--- src/rtl/idp_sequencer_pkg.sv ---
// Shared definitions for the integer-datapath sequencer: widths, opcodes,
// write-back source codes and the FSM state encoding.
package idp_sequencer_pkg;
    localparam int DW   = 16;
    localparam int AW   = 3;
    localparam int NREG = 8;
    localparam int OPW  = 4;

    localparam logic [OPW-1:0] OP_NOP       = 4'd0;
    localparam logic [OPW-1:0] OP_LDI       = 4'd1;
    localparam logic [OPW-1:0] OP_MOV       = 4'd2;
    localparam logic [OPW-1:0] OP_CLR       = 4'd3;
    localparam logic [OPW-1:0] OP_ALU_FIRST = 4'd4;

    // PASS_R shares the MOV code point; ALU functions occupy 4..15.
    localparam logic [OPW-1:0] ALU_PASS_R = 4'd2;

    localparam logic [1:0] W_SEL_ALU  = 2'd0;
    localparam logic [1:0] W_SEL_IMM  = 2'd1;
    localparam logic [1:0] W_SEL_ZERO = 2'd2;

    typedef enum logic [2:0] {
        S_IDLE,
        S_READ,
        S_EXEC,
        S_WB,
        S_CLR
    } state_e;

    typedef struct packed {
        logic [OPW-1:0] op;
        logic [AW-1:0]  dst;
    } instr_t;

    function automatic logic [OPW-1:0] alu_code(input logic [OPW-1:0] op);
        case (op)
            OP_MOV:  alu_code = ALU_PASS_R;
            OP_LDI:  alu_code = '0;
            default: alu_code = op;
        endcase
    endfunction
endpackage

--- src/rtl/idp_sequencer_if.sv ---
// Instruction handshake plus register-file/ALU control bundle of the sequencer.
interface idp_sequencer_if;
    import idp_sequencer_pkg::*;

    logic           in_valid;
    logic           in_ready;
    logic [OPW-1:0] in_op;
    logic [AW-1:0]  in_dst;
    logic [AW-1:0]  in_srcR;
    logic [AW-1:0]  in_srcS;
    logic [DW-1:0]  in_imm;

    logic           we;
    logic [AW-1:0]  W_Adr;
    logic [AW-1:0]  R_Adr;
    logic [AW-1:0]  S_Adr;
    logic [OPW-1:0] alu_op;
    logic [1:0]     w_sel;
    logic [DW-1:0]  imm_out;
    logic           busy;
    logic           done;

    modport master (
        output in_valid, in_op, in_dst, in_srcR, in_srcS, in_imm,
        input  in_ready, we, W_Adr, R_Adr, S_Adr, alu_op, w_sel, imm_out, busy, done
    );

    modport slave (
        input  in_valid, in_op, in_dst, in_srcR, in_srcS, in_imm,
        output in_ready, we, W_Adr, R_Adr, S_Adr, alu_op, w_sel, imm_out, busy, done
    );
endinterface

--- src/rtl/idp_sequencer_clr.sv ---
// Register-address walker for CLR: load to zero, count up on enable,
// flag the last and second-to-last addresses. Never wraps.
module idp_sequencer_clr
    import idp_sequencer_pkg::*;
(
    input  logic          clk,
    input  logic          reset,
    input  logic          load_i,
    input  logic          en_i,
    output logic [AW-1:0] cnt_o,
    output logic          last_o,
    output logic          nlast_o
);
    logic [AW-1:0] cnt_q;

    always_ff @(posedge clk or negedge reset) begin
        if (!reset)      cnt_q <= '0;
        else if (load_i) cnt_q <= '0;
        else if (en_i)   cnt_q <= cnt_q + 1'b1;
    end

    assign cnt_o   = cnt_q;
    assign last_o  = (cnt_q == AW'(NREG - 1));
    assign nlast_o = (cnt_q == AW'(NREG - 2));
endmodule

--- src/rtl/idp_sequencer.sv ---
// Multi-cycle control FSM for the integer datapath: READ/EXEC/WB per
// instruction, plus a NREG-cycle CLR sweep. All control outputs are registered.
module idp_sequencer
    import idp_sequencer_pkg::*;
(
    input  logic           clk,
    input  logic           reset,
    idp_sequencer_if.slave bus
);
    state_e         state_q, state_d;
    instr_t         instr_q, instr_d;
    logic           we_q, we_d;
    logic           done_q, done_d;
    logic [AW-1:0]  wadr_q, wadr_d;
    logic [AW-1:0]  radr_q, radr_d;
    logic [AW-1:0]  sadr_q, sadr_d;
    logic [OPW-1:0] alu_q, alu_d;
    logic [1:0]     wsel_q, wsel_d;
    logic [DW-1:0]  imm_q, imm_d;

    logic           cnt_load, cnt_en, cnt_last, cnt_nlast;
    logic [AW-1:0]  cnt;

    idp_sequencer_clr u_clr (
        .clk     (clk),
        .reset   (reset),
        .load_i  (cnt_load),
        .en_i    (cnt_en),
        .cnt_o   (cnt),
        .last_o  (cnt_last),
        .nlast_o (cnt_nlast)
    );

    // Next-output values are computed for the state being entered, so each
    // output register already holds the right value during that state.
    always_comb begin
        state_d  = state_q;
        instr_d  = instr_q;
        imm_d    = imm_q;
        we_d     = 1'b0;
        done_d   = 1'b0;
        wadr_d   = wadr_q;
        radr_d   = radr_q;
        sadr_d   = sadr_q;
        alu_d    = alu_q;
        wsel_d   = wsel_q;
        cnt_load = 1'b0;
        cnt_en   = 1'b0;
        case (state_q)
            S_IDLE: begin
                if (bus.in_valid) begin
                    instr_d = '{op: bus.in_op, dst: bus.in_dst};
                    imm_d   = bus.in_imm;
                    if (bus.in_op == OP_CLR) begin
                        state_d  = S_CLR;
                        cnt_load = 1'b1;
                        we_d     = 1'b1;
                        wadr_d   = '0;
                        wsel_d   = W_SEL_ZERO;
                    end else begin
                        state_d = S_READ;
                        radr_d  = bus.in_srcR;
                        sadr_d  = bus.in_srcS;
                        done_d  = (bus.in_op == OP_NOP);
                    end
                end
            end
            S_READ: begin
                if (instr_q.op == OP_NOP) begin
                    state_d = S_IDLE;
                end else begin
                    state_d = S_EXEC;
                    alu_d   = alu_code(instr_q.op);
                    wsel_d  = (instr_q.op == OP_LDI) ? W_SEL_IMM : W_SEL_ALU;
                end
            end
            S_EXEC: begin
                state_d = S_WB;
                we_d    = 1'b1;
                wadr_d  = instr_q.dst;
                done_d  = 1'b1;
            end
            S_WB: state_d = S_IDLE;
            S_CLR: begin
                if (cnt_last) begin
                    state_d = S_IDLE;
                end else begin
                    cnt_en = 1'b1;
                    we_d   = 1'b1;
                    wadr_d = cnt + 1'b1;
                    done_d = cnt_nlast;
                end
            end
            default: state_d = S_IDLE;
        endcase
    end

    always_ff @(posedge clk or negedge reset) begin
        if (!reset) begin
            state_q <= S_IDLE;
            instr_q <= '0;
            imm_q   <= '0;
            we_q    <= 1'b0;
            done_q  <= 1'b0;
            wadr_q  <= '0;
            radr_q  <= '0;
            sadr_q  <= '0;
            alu_q   <= '0;
            wsel_q  <= W_SEL_ALU;
        end else begin
            state_q <= state_d;
            instr_q <= instr_d;
            imm_q   <= imm_d;
            we_q    <= we_d;
            done_q  <= done_d;
            wadr_q  <= wadr_d;
            radr_q  <= radr_d;
            sadr_q  <= sadr_d;
            alu_q   <= alu_d;
            wsel_q  <= wsel_d;
        end
    end

    assign bus.in_ready = (state_q == S_IDLE);
    assign bus.busy     = (state_q != S_IDLE);
    assign bus.we       = we_q;
    assign bus.done     = done_q;
    assign bus.W_Adr    = wadr_q;
    assign bus.R_Adr    = radr_q;
    assign bus.S_Adr    = sadr_q;
    assign bus.alu_op   = alu_q;
    assign bus.w_sel    = wsel_q;
    assign bus.imm_out  = imm_q;
endmodule
--- src/flat_wrapper.sv ---
// flat-port wrapper written by rule: the top's interface ports become plain ports
module idp_sequencer_flat import idp_sequencer_pkg::*;
  (clk, reset, bus_in_valid, bus_in_op, bus_in_dst, bus_in_srcR, bus_in_srcS, bus_in_imm, bus_in_ready, bus_we, bus_W_Adr, bus_R_Adr, bus_S_Adr, bus_alu_op, bus_w_sel, bus_imm_out, bus_busy, bus_done);
  idp_sequencer_if bus_i ();
  input  logic clk;
  input  logic reset;
  input wire logic [$bits(bus_i.in_valid)-1:0] bus_in_valid;
  input wire logic [$bits(bus_i.in_op)-1:0] bus_in_op;
  input wire logic [$bits(bus_i.in_dst)-1:0] bus_in_dst;
  input wire logic [$bits(bus_i.in_srcR)-1:0] bus_in_srcR;
  input wire logic [$bits(bus_i.in_srcS)-1:0] bus_in_srcS;
  input wire logic [$bits(bus_i.in_imm)-1:0] bus_in_imm;
  output wire logic [$bits(bus_i.in_ready)-1:0] bus_in_ready;
  output wire logic [$bits(bus_i.we)-1:0] bus_we;
  output wire logic [$bits(bus_i.W_Adr)-1:0] bus_W_Adr;
  output wire logic [$bits(bus_i.R_Adr)-1:0] bus_R_Adr;
  output wire logic [$bits(bus_i.S_Adr)-1:0] bus_S_Adr;
  output wire logic [$bits(bus_i.alu_op)-1:0] bus_alu_op;
  output wire logic [$bits(bus_i.w_sel)-1:0] bus_w_sel;
  output wire logic [$bits(bus_i.imm_out)-1:0] bus_imm_out;
  output wire logic [$bits(bus_i.busy)-1:0] bus_busy;
  output wire logic [$bits(bus_i.done)-1:0] bus_done;
  assign bus_i.in_valid = bus_in_valid;
  assign bus_i.in_op = bus_in_op;
  assign bus_i.in_dst = bus_in_dst;
  assign bus_i.in_srcR = bus_in_srcR;
  assign bus_i.in_srcS = bus_in_srcS;
  assign bus_i.in_imm = bus_in_imm;
  assign bus_in_ready = bus_i.in_ready;
  assign bus_we = bus_i.we;
  assign bus_W_Adr = bus_i.W_Adr;
  assign bus_R_Adr = bus_i.R_Adr;
  assign bus_S_Adr = bus_i.S_Adr;
  assign bus_alu_op = bus_i.alu_op;
  assign bus_w_sel = bus_i.w_sel;
  assign bus_imm_out = bus_i.imm_out;
  assign bus_busy = bus_i.busy;
  assign bus_done = bus_i.done;
  idp_sequencer u_core (.clk(clk), .reset(reset), .bus(bus_i));
endmodule
--- config.mk ---
export PLATFORM = sky130hd
export DESIGN_NAME = idp_sequencer_flat
export DESIGN_NICKNAME = d
export VERILOG_FILES = /design/src/rtl/idp_sequencer_pkg.sv /design/src/rtl/idp_sequencer_if.sv /design/src/rtl/idp_sequencer_clr.sv /design/src/rtl/idp_sequencer.sv /design/src/flat_wrapper.sv
export SDC_FILE = /design/constraint.sdc
export NUM_CORES = 1
export LEC_CHECK = 0
export ABC_AREA = 1
export CAP_MARGIN = 20
export CORE_UTILIZATION = 45
export DETAILED_ROUTE_END_ITERATION = 7
export GPL_ROUTABILITY_DRIVEN = 0
export PLACE_DENSITY = 0.79
export RECOVER_POWER = 25
export SLEW_MARGIN = 20
export SYNTH_ARGS = -nofsm -noshare
export SYNTH_HDL_FRONTEND = slang
export SYNTH_SLANG_ARGS = --single-unit
--- constraint.sdc ---
create_clock -name clk -period 2.8 [get_ports clk]
set_input_delay 0.56 -clock clk [delete_from_list [all_inputs] [get_ports clk]]
set_output_delay 0.56 -clock clk [all_outputs]
set_load 0.05 [all_outputs]
==> results.toml <==
[cts]
cts.clk_slew.worst_paths_ps = 80
cts_hold_buf = 0
clkSinkCount = 46
cts_resized = 0
cts-root-buf = "clkbuf_8"
numCtsBuffers = 5
cts_setup_buffers = 0
cts_tree = "yes"
clk_latency_ps = 300
htreeDepth = 2
cts_max_path_buffers = 2

[synthesis]
yosysWarnings = 0
syn-instance-count = 227
syn_area_mm2 = 0.00203
synth_edf_count = 0
syn-num-nets = 262
synth-seq-cells = 46
ys_seq_area_frac = 0.568
synth_cell_types = 21
avgSynthCellArea_um2 = 8.93
postSynth.asyncResetShare = 1.00
ys.flop_type = "dfrtp_1"

[timing]
final_max_slew_viol_count = 33
slew_headroom = -0.0729
fin_ws_ps = 216
worst_pin_slew_ps = 1610
setup_viol = 0
finalHoldViolCount = 0
tns_ps = 0
rsz0062_at_grt = "no"
fmax_ghz = 0.387
min_period_ps = 2580
skew_ps = 1.95
hold_slack_ps = 312
finalCritPeriodShare = 0.923

[place]
place_inst = 339
place_area_mm2 = 0.00269
dp_hpwl_um = 2940
dp_worst_setup_slack_ps = 554
io_buffers = 66

[min_path]
worstHoldPathType = "primary input to asynchronous set/reset pin"

[layout]
fill_cells = 377
area_growth_pct = 37.1
finalNonFillerCells = 348
design_area_mm2 = 0.00278
final_util = 0.639
diodes = 0
fin_nets = 330
drive_above_1_share = 0.0642

[floorplanning]
die_x_um = 69.1
io_pins = 67
start_util = 0.466
die_h_um = 69.1
rows = 24
dieArea_mm2 = 0.00478
coreArea_mm2 = 0.00435

[pwr]
irDropWorstVdd_uv = 740
cellLeakagePower_nw = 1.39
p_total_mw = 3.65
powerDensity_mw_per_mm2 = 1310

[critical_path]
cp.arrival_ps = 2020
worstPathMaxFanout = 10
critPathRequiredTime_ps = 2240
crit_path_end_kind = "output pin"
worstSetupStartpointType = "flop"
crit_type = "flop to output pin"

[routing]
postRouteAntennaNets = 0
vias = 1657
firstDrtPassIters = 4
viasPerCell = 4.76
drc = 0
wirelength_um = 4160
routedWlPerCell_um = 12.0
drt_iter0_markers = 110

[global_routing]
overflow = 0
grt_pass1_wl_um = 7090
grt_max_degree = 47
grt_pass1_vias = 1571
antenna_found_initial = 0
track_usage = 0.190

[outcome]
failed_checks = "capacitance limit, slew limit"
outcome = "finished with violations"

[run]
cap_violations = 1
-- synth_stat cells, types with 2 or more instances --
| library cell | n | area, um2 |
|---|---|---|
| nor2_8 | 2 | 40.0 |
| dfrtp_1 | 46 | 1150 |
| o21ai_0 | 9 | 45.0 |
| nor2_1 | 5 | 18.8 |
| inv_1 | 11 | 41.3 |
| nand3_1 | 22 | 110 |
| nand2_1 | 105 | 394 |
| nand2_2 | 2 | 12.5 |
| nand4_1 | 4 | 25.0 |
| buf_6 | 5 | 56.3 |
| inv_2 | 2 | 7.51 |
| ha_1 | 3 | 37.5 |
| a21oi_1 | 3 | 15.0 |
-- power by group --
group	internal [mW]	switching, mW
Sequential	0.971	0.208
Combinational	0.657	1.39
Clock	0.199	0.217
Total	1.83	1.82
-- placed cells by master, fill, tap and decap left out, types with 2 or more instances in the layout --
cell	instances
nor2_8	2
inv_2	2
nand2_1	105
nor2_1	5
o21ai_0	9
clkbuf_1	3
nand4_1	4
nand3_1	22
inv_1	11
clkdlybuf4s50_1	65
ha_1	3
clkbuf_8	6
a21oi_1	3
nand2_2	2
dfrtp_1	46
-- flip-flops by register name, indices dropped and copies added, names as in the netlist --
register and count:
u_core.bus.imm_out 16, u_core.instr_q 7, u_core.bus.alu_op 4, u_core.bus.R_Adr 3
u_core.bus.S_Adr 3, u_core.bus.W_Adr 3, u_core.state_q 3, u_core.u_clr.cnt_o 3
u_core.bus.w_sel 2, u_core.bus.done 1, u_core.bus.we 1
-- metal layers --
layer  wire length, um  share of wire  vias up  track usage
met4                57          0.014        0       0.0748
met5                 0              0        -            0
met2              2020           0.49       43        0.316
li1                  -              -      851            -
met3               256          0.062        6       0.0629
met1              1820           0.44      757        0.228
-- critical path, stage by stage, from the launching register on --
cell	delay, ps
dfrtp_1	520
inv_2	140
nand2_1	80
nor2_2	150
clkdlybuf4s50_1	830
-- worst paths after layout --
kind	start	endpoint	slack, ps	cells past startpoint
hold / removal	reset	u_core.bus.w_sel[1]$_DFFE_PN0P_	310	1
setup / recovery	u_core.state_q[2]$_DFFE_PN0P_	bus_in_ready	220	4
max in group asynchronous	reset	u_core.bus.imm_out[1]$_DFFE_PN0P_	550	2
min in group clk	u_core.bus.imm_out[2]$_DFFE_PN0P_	u_core.bus.imm_out[2]$_DFFE_PN0P_	470	2
hold reg to reg	u_core.bus.imm_out[2]$_DFFE_PN0P_	u_core.bus.imm_out[2]$_DFFE_PN0P_	470	2
setup reg to reg	u_core.u_clr.cnt_o[0]$_DFFE_PN0P_	u_core.bus.W_Adr[1]$_DFFE_PN0P_	1200	8
-- cells by family after synthesis --
family	Yosys count	share of synthesized area
fa+ha+maj	3	0.0185
buf+inv	20	0.0580
compound gates	12	0.0296
simple gates	146	0.326
flops	46	0.568
-- area by class of cell --
cell class                      instances  area [um2]  area share
Tap cell                               52        65.1      0.0234
Inverter                               13        48.8      0.0175
Clock buffer                            7        86.3      0.0310
Clock inverter                          1        5.00     0.00180
Sequential cell                        46        1150       0.414
Multi-Input combinational cell        161         759       0.273
Timing Repair Buffer                   68         666       0.239
No activity file was read; power rests on OpenSTA's default activity.
